File: src/rtl/viterbi_pkg.sv
`default_nettype none
// ============================================================================
// Module      : viterbi_pkg
// Description : Shared constants, types and helpers for the rate-1/2, K=3
//               convolutional codec (generators 7,5 octal).
// Contents    : NUM_STATES, G0, G1, sym_t, exp_sym(), hamming2()
// Revision    : 1.0 - initial release
// ============================================================================
package viterbi_pkg;

  localparam int         NUM_STATES = 4;
  localparam logic [2:0] G0         = 3'b111;
  localparam logic [2:0] G1         = 3'b101;

  // Code symbol: [1] = G0 parity, [0] = G1 parity.
  typedef logic [1:0] sym_t;

  // Encoder output for input bit b leaving state {s1,s0}. The shift register
  // seen by the generators is {b, s1, s0}, newest bit in the MSB.
  function automatic sym_t exp_sym(input logic [1:0] state, input logic b);
    logic [2:0] w_sr;
    w_sr = {b, state};
    return {^(w_sr & G0), ^(w_sr & G1)};
  endfunction

  // Hamming distance between two 2-bit symbols (0..2).
  function automatic logic [1:0] hamming2(input sym_t a, input sym_t b);
    sym_t w_x;
    w_x = a ^ b;
    return {1'b0, w_x[1]} + {1'b0, w_x[0]};
  endfunction

endpackage
`default_nettype wire

File: src/rtl/viterbi_codec_if.sv
`default_nettype none
// ============================================================================
// Module      : viterbi_codec_if
// Description : Encoder and decoder data/handshake bundle of viterbi_codec.
// Ports       : enc_enable_i, enc_d_i      -> encoder input
//               enc_valid_o, enc_d_o       <- encoder output symbol
//               dec_enable_i, dec_d_i      -> received hard symbol
//               dec_valid_o, dec_d_o       <- decoded bit
// Modports    : master (stimulus side), slave (codec side)
// Revision    : 1.0 - initial release
// ============================================================================
interface viterbi_codec_if;
  import viterbi_pkg::*;

  logic enc_enable_i;
  logic enc_d_i;
  logic enc_valid_o;
  sym_t enc_d_o;
  logic dec_enable_i;
  sym_t dec_d_i;
  logic dec_valid_o;
  logic dec_d_o;

  modport master (
    output enc_enable_i, enc_d_i, dec_enable_i, dec_d_i,
    input  enc_valid_o, enc_d_o, dec_valid_o, dec_d_o
  );

  modport slave (
    input  enc_enable_i, enc_d_i, dec_enable_i, dec_d_i,
    output enc_valid_o, enc_d_o, dec_valid_o, dec_d_o
  );

endinterface
`default_nettype wire

File: src/rtl/viterbi_acs.sv
`default_nettype none
// ============================================================================
// Module      : viterbi_acs
// Description : 4-state add-compare-select for the (7,5) trellis with
//               saturating path metrics and min-normalisation.
// Ports       : i_pm        current path metrics
//               i_sym       received hard symbol
//               o_pm_new    normalised new metrics (best is always 0)
//               o_win       per next state: 0 = pred {x,0}, 1 = pred {x,1}
//               o_best      lowest-index state holding the minimum metric
//               o_min_raw   un-normalised minimum (VITERBI_PM_OUT_EN only)
// Options     : VITERBI_PM_OUT_EN adds o_min_raw
// Revision    : 1.0 - initial release
// ============================================================================
module viterbi_acs
  import viterbi_pkg::*;
#(
  parameter int PM_W = 6
) (
  input  logic [NUM_STATES-1:0][PM_W-1:0] i_pm,
  input  sym_t                            i_sym,
  output logic [NUM_STATES-1:0][PM_W-1:0] o_pm_new,
  output logic [NUM_STATES-1:0]           o_win,
  output logic [1:0]                      o_best
`ifdef VITERBI_PM_OUT_EN
  ,
  output logic [PM_W-1:0]                 o_min_raw
`endif
);

  logic [PM_W-1:0] w_raw [NUM_STATES];
  logic [PM_W-1:0] w_min;
  logic [1:0]      w_best;

  function automatic logic [PM_W-1:0] sat_add(input logic [PM_W-1:0] a,
                                              input logic [1:0]      b);
    logic [PM_W:0] w_s;
    w_s = {1'b0, a} + {{(PM_W - 1){1'b0}}, b};
    return w_s[PM_W] ? {PM_W{1'b1}} : w_s[PM_W-1:0];
  endfunction

  // Next state {b,x} is reached from {x,0} or {x,1} with input bit b.
  for (genvar gs = 0; gs < NUM_STATES; gs++) begin : g_acs
    localparam logic [1:0] c_ns = 2'(gs);
    localparam logic [1:0] c_p0 = {c_ns[0], 1'b0};
    localparam logic [1:0] c_p1 = {c_ns[0], 1'b1};

    logic [PM_W-1:0] w_c0;
    logic [PM_W-1:0] w_c1;

    assign w_c0 = sat_add(i_pm[c_p0], hamming2(exp_sym(c_p0, c_ns[1]), i_sym));
    assign w_c1 = sat_add(i_pm[c_p1], hamming2(exp_sym(c_p1, c_ns[1]), i_sym));

    // Strict compare: a tie keeps predecessor {x,0}.
    assign o_win[gs]    = (w_c1 < w_c0);
    assign w_raw[gs]    = (w_c1 < w_c0) ? w_c1 : w_c0;
    assign o_pm_new[gs] = w_raw[gs] - w_min;
  end

  // Strict compare again so the lowest index wins a tie.
  always_comb begin
    w_min  = w_raw[0];
    w_best = 2'd0;
    for (int s = 1; s < NUM_STATES; s++) begin
      if (w_raw[s] < w_min) begin
        w_min  = w_raw[s];
        w_best = 2'(s);
      end
    end
  end

  assign o_best = w_best;

`ifdef VITERBI_PM_OUT_EN
  assign o_min_raw = w_min;
`endif

endmodule
`default_nettype wire

File: src/rtl/viterbi_codec.sv
`default_nettype none
// ============================================================================
// Module      : viterbi_codec
// Description : Rate-1/2 K=3 (7,5) convolutional encoder plus an independent
//               hard-decision Viterbi decoder with register-exchange
//               survivors. Decode latency equals TB_DEPTH symbols.
// Ports       : clk, rst        clock, synchronous active-high reset
//               bus (slave)     encoder/decoder data and handshakes
//               dec_min_pm_o    un-normalised best metric of the last step
//                               (VITERBI_PM_OUT_EN only)
// Parameters  : TB_DEPTH  survivor depth / latency in decoded bits
//               PM_W      path-metric width, saturating
// Options     : VITERBI_PM_OUT_EN adds dec_min_pm_o
// Revision    : 1.0 - initial release
// ============================================================================
module viterbi_codec
  import viterbi_pkg::*;
#(
  parameter int TB_DEPTH = 16,
  parameter int PM_W     = 6
) (
  input  logic             clk,
  input  logic             rst,
  viterbi_codec_if.slave   bus
`ifdef VITERBI_PM_OUT_EN
  ,
  output logic [PM_W-1:0]  dec_min_pm_o
`endif
);

  localparam int                  c_fill_w   = $clog2(TB_DEPTH + 1);
  localparam logic [c_fill_w-1:0] c_fill_max = c_fill_w'(TB_DEPTH);
  localparam logic [c_fill_w-1:0] c_fill_thr = c_fill_w'(TB_DEPTH - 1);

  // --------------------------------------------------------------------------
  // Encoder
  // --------------------------------------------------------------------------
  logic [1:0] r_enc_s;      // {s1,s0}, s1 = previous information bit
  sym_t       r_enc_sym;
  logic       r_enc_valid;

  always_ff @(posedge clk) begin
    if (rst) begin
      r_enc_s     <= 2'b00;
      r_enc_sym   <= 2'b00;
      r_enc_valid <= 1'b0;
    end else if (bus.enc_enable_i) begin
      r_enc_sym   <= exp_sym(r_enc_s, bus.enc_d_i);
      r_enc_s     <= {bus.enc_d_i, r_enc_s[1]};
      r_enc_valid <= 1'b1;
    end else begin
      r_enc_valid <= 1'b0;
    end
  end

  assign bus.enc_valid_o = r_enc_valid;
  assign bus.enc_d_o     = r_enc_sym;

  // --------------------------------------------------------------------------
  // Decoder
  // --------------------------------------------------------------------------
  logic [NUM_STATES-1:0][PM_W-1:0]     r_pm;
  // Only the D-1 newest survivor bits need storing: the oldest bit of the
  // shifted survivor is consumed by the output the same cycle it appears.
  logic [NUM_STATES-1:0][TB_DEPTH-2:0] r_sv;
  logic [c_fill_w-1:0]                 r_fill;
  logic                                r_dec_d;
  logic                                r_dec_valid;

  logic [NUM_STATES-1:0][PM_W-1:0]     w_pm_new;
  logic [NUM_STATES-1:0]               w_win;
  logic [1:0]                          w_best;
  logic [NUM_STATES-1:0][TB_DEPTH-1:0] w_sv_new;
`ifdef VITERBI_PM_OUT_EN
  logic [PM_W-1:0]                     w_min_raw;
  logic [PM_W-1:0]                     r_min_pm;
`endif

  viterbi_acs #(
    .PM_W (PM_W)
  ) u_acs (
    .i_pm      (r_pm),
    .i_sym     (bus.dec_d_i),
    .o_pm_new  (w_pm_new),
    .o_win     (w_win),
    .o_best    (w_best)
`ifdef VITERBI_PM_OUT_EN
    ,
    .o_min_raw (w_min_raw)
`endif
  );

  // Register exchange: each next state inherits its winner's history and
  // appends its own decision bit b (the MSB of the next-state index).
  for (genvar gs = 0; gs < NUM_STATES; gs++) begin : g_surv
    localparam logic [1:0] c_ns = 2'(gs);
    assign w_sv_new[gs] = {r_sv[{c_ns[0], w_win[gs]}], c_ns[1]};
  end

  always_ff @(posedge clk) begin
    if (rst) begin
      for (int s = 0; s < NUM_STATES; s++) begin
        // Only state 0 is a legal start; the rest begin "unreachable".
        r_pm[s] <= (s == 0) ? {PM_W{1'b0}} : {PM_W{1'b1}};
      end
      r_sv        <= '0;
      r_fill      <= '0;
      r_dec_d     <= 1'b0;
      r_dec_valid <= 1'b0;
    end else if (bus.dec_enable_i) begin
      r_pm <= w_pm_new;
      for (int s = 0; s < NUM_STATES; s++) begin
        r_sv[s] <= w_sv_new[s][TB_DEPTH-2:0];
      end
      r_dec_d <= w_sv_new[w_best][TB_DEPTH-1];
      if (r_fill != c_fill_max) begin
        r_fill <= r_fill + c_fill_w'(1);
      end
      // Valid once the oldest survivor bit belongs to a real symbol.
      r_dec_valid <= (r_fill >= c_fill_thr);
    end else begin
      r_dec_valid <= 1'b0;
    end
  end

`ifdef VITERBI_PM_OUT_EN
  always_ff @(posedge clk) begin
    if (rst) begin
      r_min_pm <= '0;
    end else if (bus.dec_enable_i) begin
      r_min_pm <= w_min_raw;
    end
  end

  assign dec_min_pm_o = r_min_pm;
`endif

  assign bus.dec_valid_o = r_dec_valid;
  assign bus.dec_d_o     = r_dec_d;

endmodule
`default_nettype wire

File: src/flat_wrapper.sv
// flat-port wrapper written by rule: the top's interface ports become plain ports
module viterbi_codec_flat import viterbi_pkg::*;
#(
  parameter int TB_DEPTH = 16,
  parameter int PM_W     = 6
)
  (clk, rst, bus_enc_enable_i, bus_enc_d_i, bus_dec_enable_i, bus_dec_d_i, bus_enc_valid_o, bus_enc_d_o, bus_dec_valid_o, bus_dec_d_o);
  viterbi_codec_if bus_i ();
  input  logic clk;
  input  logic rst;
  input wire logic [$bits(bus_i.enc_enable_i)-1:0] bus_enc_enable_i;
  input wire logic [$bits(bus_i.enc_d_i)-1:0] bus_enc_d_i;
  input wire logic [$bits(bus_i.dec_enable_i)-1:0] bus_dec_enable_i;
  input wire logic [$bits(bus_i.dec_d_i)-1:0] bus_dec_d_i;
  output wire logic [$bits(bus_i.enc_valid_o)-1:0] bus_enc_valid_o;
  output wire logic [$bits(bus_i.enc_d_o)-1:0] bus_enc_d_o;
  output wire logic [$bits(bus_i.dec_valid_o)-1:0] bus_dec_valid_o;
  output wire logic [$bits(bus_i.dec_d_o)-1:0] bus_dec_d_o;
  assign bus_i.enc_enable_i = bus_enc_enable_i;
  assign bus_i.enc_d_i = bus_enc_d_i;
  assign bus_i.dec_enable_i = bus_dec_enable_i;
  assign bus_i.dec_d_i = bus_dec_d_i;
  assign bus_enc_valid_o = bus_i.enc_valid_o;
  assign bus_enc_d_o = bus_i.enc_d_o;
  assign bus_dec_valid_o = bus_i.dec_valid_o;
  assign bus_dec_d_o = bus_i.dec_d_o;
  viterbi_codec #(.TB_DEPTH(TB_DEPTH), .PM_W(PM_W)) u_core (.clk(clk), .rst(rst), .bus(bus_i));
endmodule
File: config.mk
export PLATFORM = sky130hd
export DESIGN_NAME = viterbi_codec_flat
export DESIGN_NICKNAME = d
export VERILOG_FILES = /design/src/rtl/viterbi_pkg.sv /design/src/rtl/viterbi_codec_if.sv /design/src/rtl/viterbi_acs.sv /design/src/rtl/viterbi_codec.sv /design/src/flat_wrapper.sv
export SDC_FILE = /design/constraint.sdc
export NUM_CORES = 1
export LEC_CHECK = 0
export CORE_MARGIN = 2
export CORE_UTILIZATION = 69
export CTS_CLUSTER_DIAMETER = 200
export DETAILED_ROUTE_END_ITERATION = 16
export GPL_ROUTABILITY_DRIVEN = 1
export PLACE_DENSITY = 0.95
export SLEW_MARGIN = 30
export SYNTH_ARGS = -nofsm -noshare
export SYNTH_HDL_FRONTEND = slang
export SYNTH_HIERARCHICAL = 1
export SYNTH_SLANG_ARGS = --single-unit
File: constraint.sdc
create_clock -name clk -period 33.8 [get_ports clk]
set_input_delay 10.14 -clock clk [delete_from_list [all_inputs] [get_ports clk]]
set_output_delay 10.14 -clock clk [all_outputs]
set_load 0.005 [all_outputs]
Word level (Yosys, flattened, before mapping)
Index checks and enable logic that the tools add are counted.
{"block": "totals", "output_inout_bits": 5, "regBits": 94, "input_bits": 7, "elab_cells": 82}
{"block": "op_classes", "addsub": 17, "n_reduce_logical": 4, "bitwise_logic": 4, "magnitude_cmp": 13, "n_mux": 29, "n_eq_ne": 1}
{"op": "two-way mux 15 bit", "count": 8}
{"op": "two-way mux 6 bit", "count": 15}
{"op": "adder 6 x 2 -> 7 bit", "count": 8}
{"op": "< comparator 6 bit", "count": 7}
{"op": "binary-select mux 16 bit (select 2 bit)", "count": 1}
{"op": "subtractor 6 bit", "count": 4}
{"op": "two-way mux 16 bit", "count": 1}
{"op": "< comparator 2 x 3 -> 1 bit, second input constant", "count": 3}
{"op": "adder 1 x 1 -> 2 bit", "count": 4}
{"op": "< comparator 1 x 3 -> 1 bit, second input constant", "count": 2}
{"op": "parity 3 bit", "count": 2}
{"op": "adder 5 x 1 -> 5 bit, second input constant", "count": 1}
{"op": ">= comparator 5 x 4 -> 1 bit, second input constant", "count": 1}
{"op": "inequality test 5 bit, second input constant", "count": 1}
{"op": "two-way mux 2 bit", "count": 2}
{"op": "inverter 1 bit", "count": 3}
{"op": "two-way mux 1 bit", "count": 2}
{"op": "inverter 2 bit", "count": 1}
{"op": "AND reduction 2 bit", "count": 1}
{"op": "OR reduction 2 bit", "count": 1}

Longest topological paths before layout
{"block": "logic_depth", "word_depth": 14, "ltp_mapped": 53, "mapped_depth_nobuf": 49}

By module
Netlist, hierarchy kept.
{"mod": "viterbi_acs", "instances": 1, "cells_per_inst": 561, "seq_area_each_um2": 0.0, "area_per_inst_um2": 4048.9}
{"mod": "viterbi_codec", "instances": 1, "cells_per_inst": 384, "seq_area_each_um2": 1821.7, "area_per_inst_um2": 3846.2}

Worst setup path before layout
Ideal clock, no wire load.
{"block": "synth_path", "path_kind": "input to register", "start": "input port bus_dec_d_i[0]", "end": "register u_core/r_pm[22] (netlist name)", "setup_ns": 0.120, "n_path_buf": 4, "required_time_ns": 33.680, "setup_slack_ns": 14.263, "arrival_ns": 19.417, "cell_stages": 47, "cell_sequence": "inv_1 ha_1 ha_1 nor2b_1 o311ai_0 mux2i_1 inv_1 ha_1 and4b_1 o21ai_0 o211a_2 maj3_2 o21a_1 buf_6 a21oi_1 inv_1 ha_1 o41a_1 [... 11 more ...] o2111a_4 o41ai_4 o21ai_0 ha_1 o21ai_0 a2111oi_2 a21o_1 buf_6 buf_2 mux2_2 ha_1 inv_1 ha_1 o21ai_0 a22oi_1 o32a_1 xor2_1 a211o_1"}
{"item": "start, declared", "line": "flat_wrapper.sv:14", "text": "input wire logic [$bits(bus_i.dec_d_i)-1:0] bus_dec_d_i;"}
{"item": "end signal, assigned by index", "line": "viterbi_codec.sv:104", "text": "r_pm[s] <= (s == 0) ? {PM_W{1'b0}} : {PM_W{1'b1}};"}
{"item": "end signal, assigned", "line": "viterbi_codec.sv:111", "text": "r_pm <= w_pm_new;"}
{"item": "end, declared", "line": "viterbi_codec.sv:62", "text": "logic [NUM_STATES-1:0][PM_W-1:0] r_pm;"}

==> qor.yml <==
sta:
  hold_viol_final: 0
  whs_ns: 0.487
  finalMaxSlewViolations: 0
  setup_viol: 0
  clock.fmax_ghz: 0.0463
  fin_setup_tns_ns: 0
  fin_skew_ns: 0.00798
  finalCriticalPeriod_ns: 21.59
  max_slew_margin: 0.363
  post-route-period-util: 0.639
  worst_pin_slew_ns: 0.955
  rsz0062_at_grt: "false"
  setup_slack_ns: 12.21
worst_setup_path:
  start_kind: "input port"
  r2r_slack_ns: 22.71
  cp.required_ns: 34.04
  timing.rr.end: "u_core/r_pm[22]"
  rr_worst_depth: 40
  cp.arrival_ns: 21.83
  worstSetupPathType: "input port to register"
  critPathTopFamily: "compound AO/OA/AOI/OAI gates"
  cpMostUsedCell: "ha_1"
  cp_slowest_cell: "a21o_1"
  endpoint_kind: "register"
  cp_num_buf_inv: 7
  crit_cells: 43
  regToRegStartpoint: "u_core/r_pm[6]"
  cp_max_fo: 21
  crit_start: "bus_dec_d_i[0]"
  slowest_delay_ns: 0.60
placement:
  gp_congestion: 1.01
  place_hpwl_um: 13200
  portBuffers: 11
  pre_cts_slack_ns: 12.21
global_route:
  grt_pass1_wl_um: 30500
  grt_pass1_vias: 6341
  antenna_found_initial: 0
  grt_overflow: 0
  grt_usage: 0.299
  grt_start_max_net_pins: 102
hold_path:
  min_from: "u_core/bus.enc_d_o[0]"
  min_to: "u_core/bus.enc_d_o[0]"
  hold_path.class: "register to register"
  min_path_cells: 2
drt:
  wl_per_cell_um: 17.6
  initialDrtViolationCount: 544
  vias: 6849
  drtAntennaViolNets: 0
  drt_wl_total_um: 18600
  first_pass_iters: 5
  drc: 0
  avgViaCountPerCell: 6.48
yosys:
  synth_cell_types: 87
  yosys_warnings: 6
  synthTopCellsByArea: "dfxtp_1, mux2i_1, ha_1"
  synth_cells: 945
  yosys_register_bits: 91
  synth_top_area_cell: "dfxtp_1"
  synth_flop_cell: "dfxtp_1"
  synth_most_common_cell: "nor2_1"
  async_flop_share: 0
  syn-cell-area_um2: 7900
  synth.avg_cell_area_um2: 8.35
  synthTopCellsByCount: "nor2_1, dfxtp_1, mux2i_1"
  synth_edf_count: 0
  syn_nets: 1009
  netlist.area_leader.share: 0.231
  ys_seq_area_frac: 0.231
job:
  maxCapViolCount: 0
floorplan:
  die_area_um2: 12300
  die_h_um: 111
  initial_core_util: 0.700
  rows: 39
  fp.dieW_um: 111
  ios: 12
  core-area_um2: 11300
cts:
  cts_hold_buf: 0
  cts_resized: 0
  cts_made_buffers: 9
  path_clk_slew_ns: 0.07
  htreeDepth: 3
  cts_root_buf: "clkbuf_16"
  clkLatencyLatePin_ns: 0.35
  ctsLongestPathBuffers: 2
  cts_setup_buffers: 0
  cts_sinks: 91
  cts_tree: "done"
final_layout:
  final_util: 0.723
  nNetsFinal: 974
  antenna_cells: 0
  num-fill-cells: 781
  synthToLayoutAreaGrowth_pct: 3.22
  seqCellArea_um2: 1820
  layout-drive-gt1-share: 0.0788
  multiInputGateArea_um2: 5530
status:
  status: "completed"
-- worst min-delay path, delay by kind of cell, from the launching register on --
family	cells	cell delay (ns)
AND/OR/NAND/NOR	1	0.08
AO/OA/AOI/OAI	1	0.05
flip-flops	1	0.31
-- how the worst max path moves through the flow --
stage / endpoint
floorplan: u_core/r_pm[22]
global placement: u_core/r_pm[16]
detailed placement: u_core/r_pm[16]
CTS: u_core/r_pm[22]
global route: u_core/r_pm[22]
finish: u_core/r_pm[22]
-- final cells by class --
type,count,area share
multi-input combinational,739,0.678
timing repair buffer,15,0.0167
clock inverter,6,0.00691
sequential,91,0.224
inverter,54,0.0249
clock buffer,9,0.0276
tap,143,0.0220
-- per-stage QoR --
stage                     instances  area [um^2]
final                          1057         8150
after CTS                      1057         8150
after global placement         1042         7860
after global routing           1057         8150
after floorplan                 945         7900
after detailed placement       1042         7860
-- registers in the layout, summed over array words and instances (netlist names) --
name / cells
u_core/bus.dec_d_o: 1
u_core/bus.dec_valid_o: 1
u_core/bus.enc_d_o: 2
u_core/bus.enc_valid_o: 1
u_core/r_enc_s: 2
u_core/r_fill: 5
u_core/r_pm: 24
u_core/r_sv: 55
-- routing by layer --
| layer | global-route usage | up-vias | wire [um] |
|---|---|---|---|
| met4 | 0.148 | 0 | 728 |
| met3 | 0.0416 | 56 | 1050 |
| met1 | 0.381 | 3218 | 7970 |
| met5 | 0 | - | 0 |
| li1 | - | 3341 | - |
| met2 | 0.496 | 234 | 8850 |
-- cells in the final DEF (no fill, tap or decap), drive strengths merged, types with 33 or more instances in the layout --
master	synthesis	routed
a211oi	53	53
o21ai	41	41
mux2i	94	94
dfxtp	91	91
a21oi	46	46
inv	54	58
xnor2	33	33
ha	57	57
nand2	51	51
nor2	113	113
-- cell families after synthesis --
kind of cell | synth area share
simple gates | 0.162
xor+xnor | 0.0585
buf+inv | 0.0693
flops | 0.231
fa+ha+maj | 0.101
compound gates | 0.223
mux | 0.155
Power is not shown: default switching activity piles up to over one toggle a cycle in this logic, so the estimate is an artifact.
==> RTL change, RTL diff (config.mk and constraints unchanged) <==
Change the package constant `NUM_STATES` from 4 to 16.
--- a/src/rtl/viterbi_pkg.sv
+++ b/src/rtl/viterbi_pkg.sv
@@ -8,7 +8,7 @@
 // ============================================================================
 package viterbi_pkg;
 
-  localparam int         NUM_STATES = 4;
+  localparam int         NUM_STATES = 16;
   localparam logic [2:0] G0         = 3'b111;
   localparam logic [2:0] G1         = 3'b101;
 
Behaviour: same outputs for any inputs over 10 cycles, from zero or initial values and one cycle with rst high; that may be too few to reach the edited logic, so the function may still have changed.
==> RTL change against the unedited design <==
  * The run now fails in clock tree synthesis
  * Synthesized area increased by 48%
==> RTL change: results (changes against the unedited design) <==
set qor(cts-resized-gates) 197 ;# +197
set qor(hpwl_mm) 40.4 ;# +210%
set qor(cts.root.buffer_cell) {clkbuf_16}
set qor(syn_nets) 1571 ;# +56%
set qor(gp_congestion) 1.10 ;# +8.8%
set qor(place_worst_setup_slack_ns) -3.98 ;# -16.19 ns
set qor(tritoncts.num_buffers) 9 ;# unchanged
set qor(cts-htree-levels) 3 ;# unchanged
set qor(error_line) {[ERROR DPL-0038] Utilization greater than 100%, impossible to legalize}
set qor(run_status) {did not finish}
set qor(outcome.stop_stage) {clock tree synthesis}
set qor(synthesis.yosys.warnings) 6 ;# unchanged
set qor(buffer_ports.inserted) 11 ;# unchanged
set qor(post_cts_buffers) 87 ;# +87
set qor(clock_path_buffers) 2 ;# unchanged
==> RTL change: per-stage QoR <==
stage | utilization (%) | hold slack, ns | instances | area (um2) | setup TNS [ns]
2_1_floorplan | - | 0.435 | 1482 | 12300 | -47.35
3_5_place_dp | 90.0 | 0.489 | 1997 | 14900 | -89.09
3_3_place_gp | 90.0 | 0.446 | 1997 | 14900 | -36.19
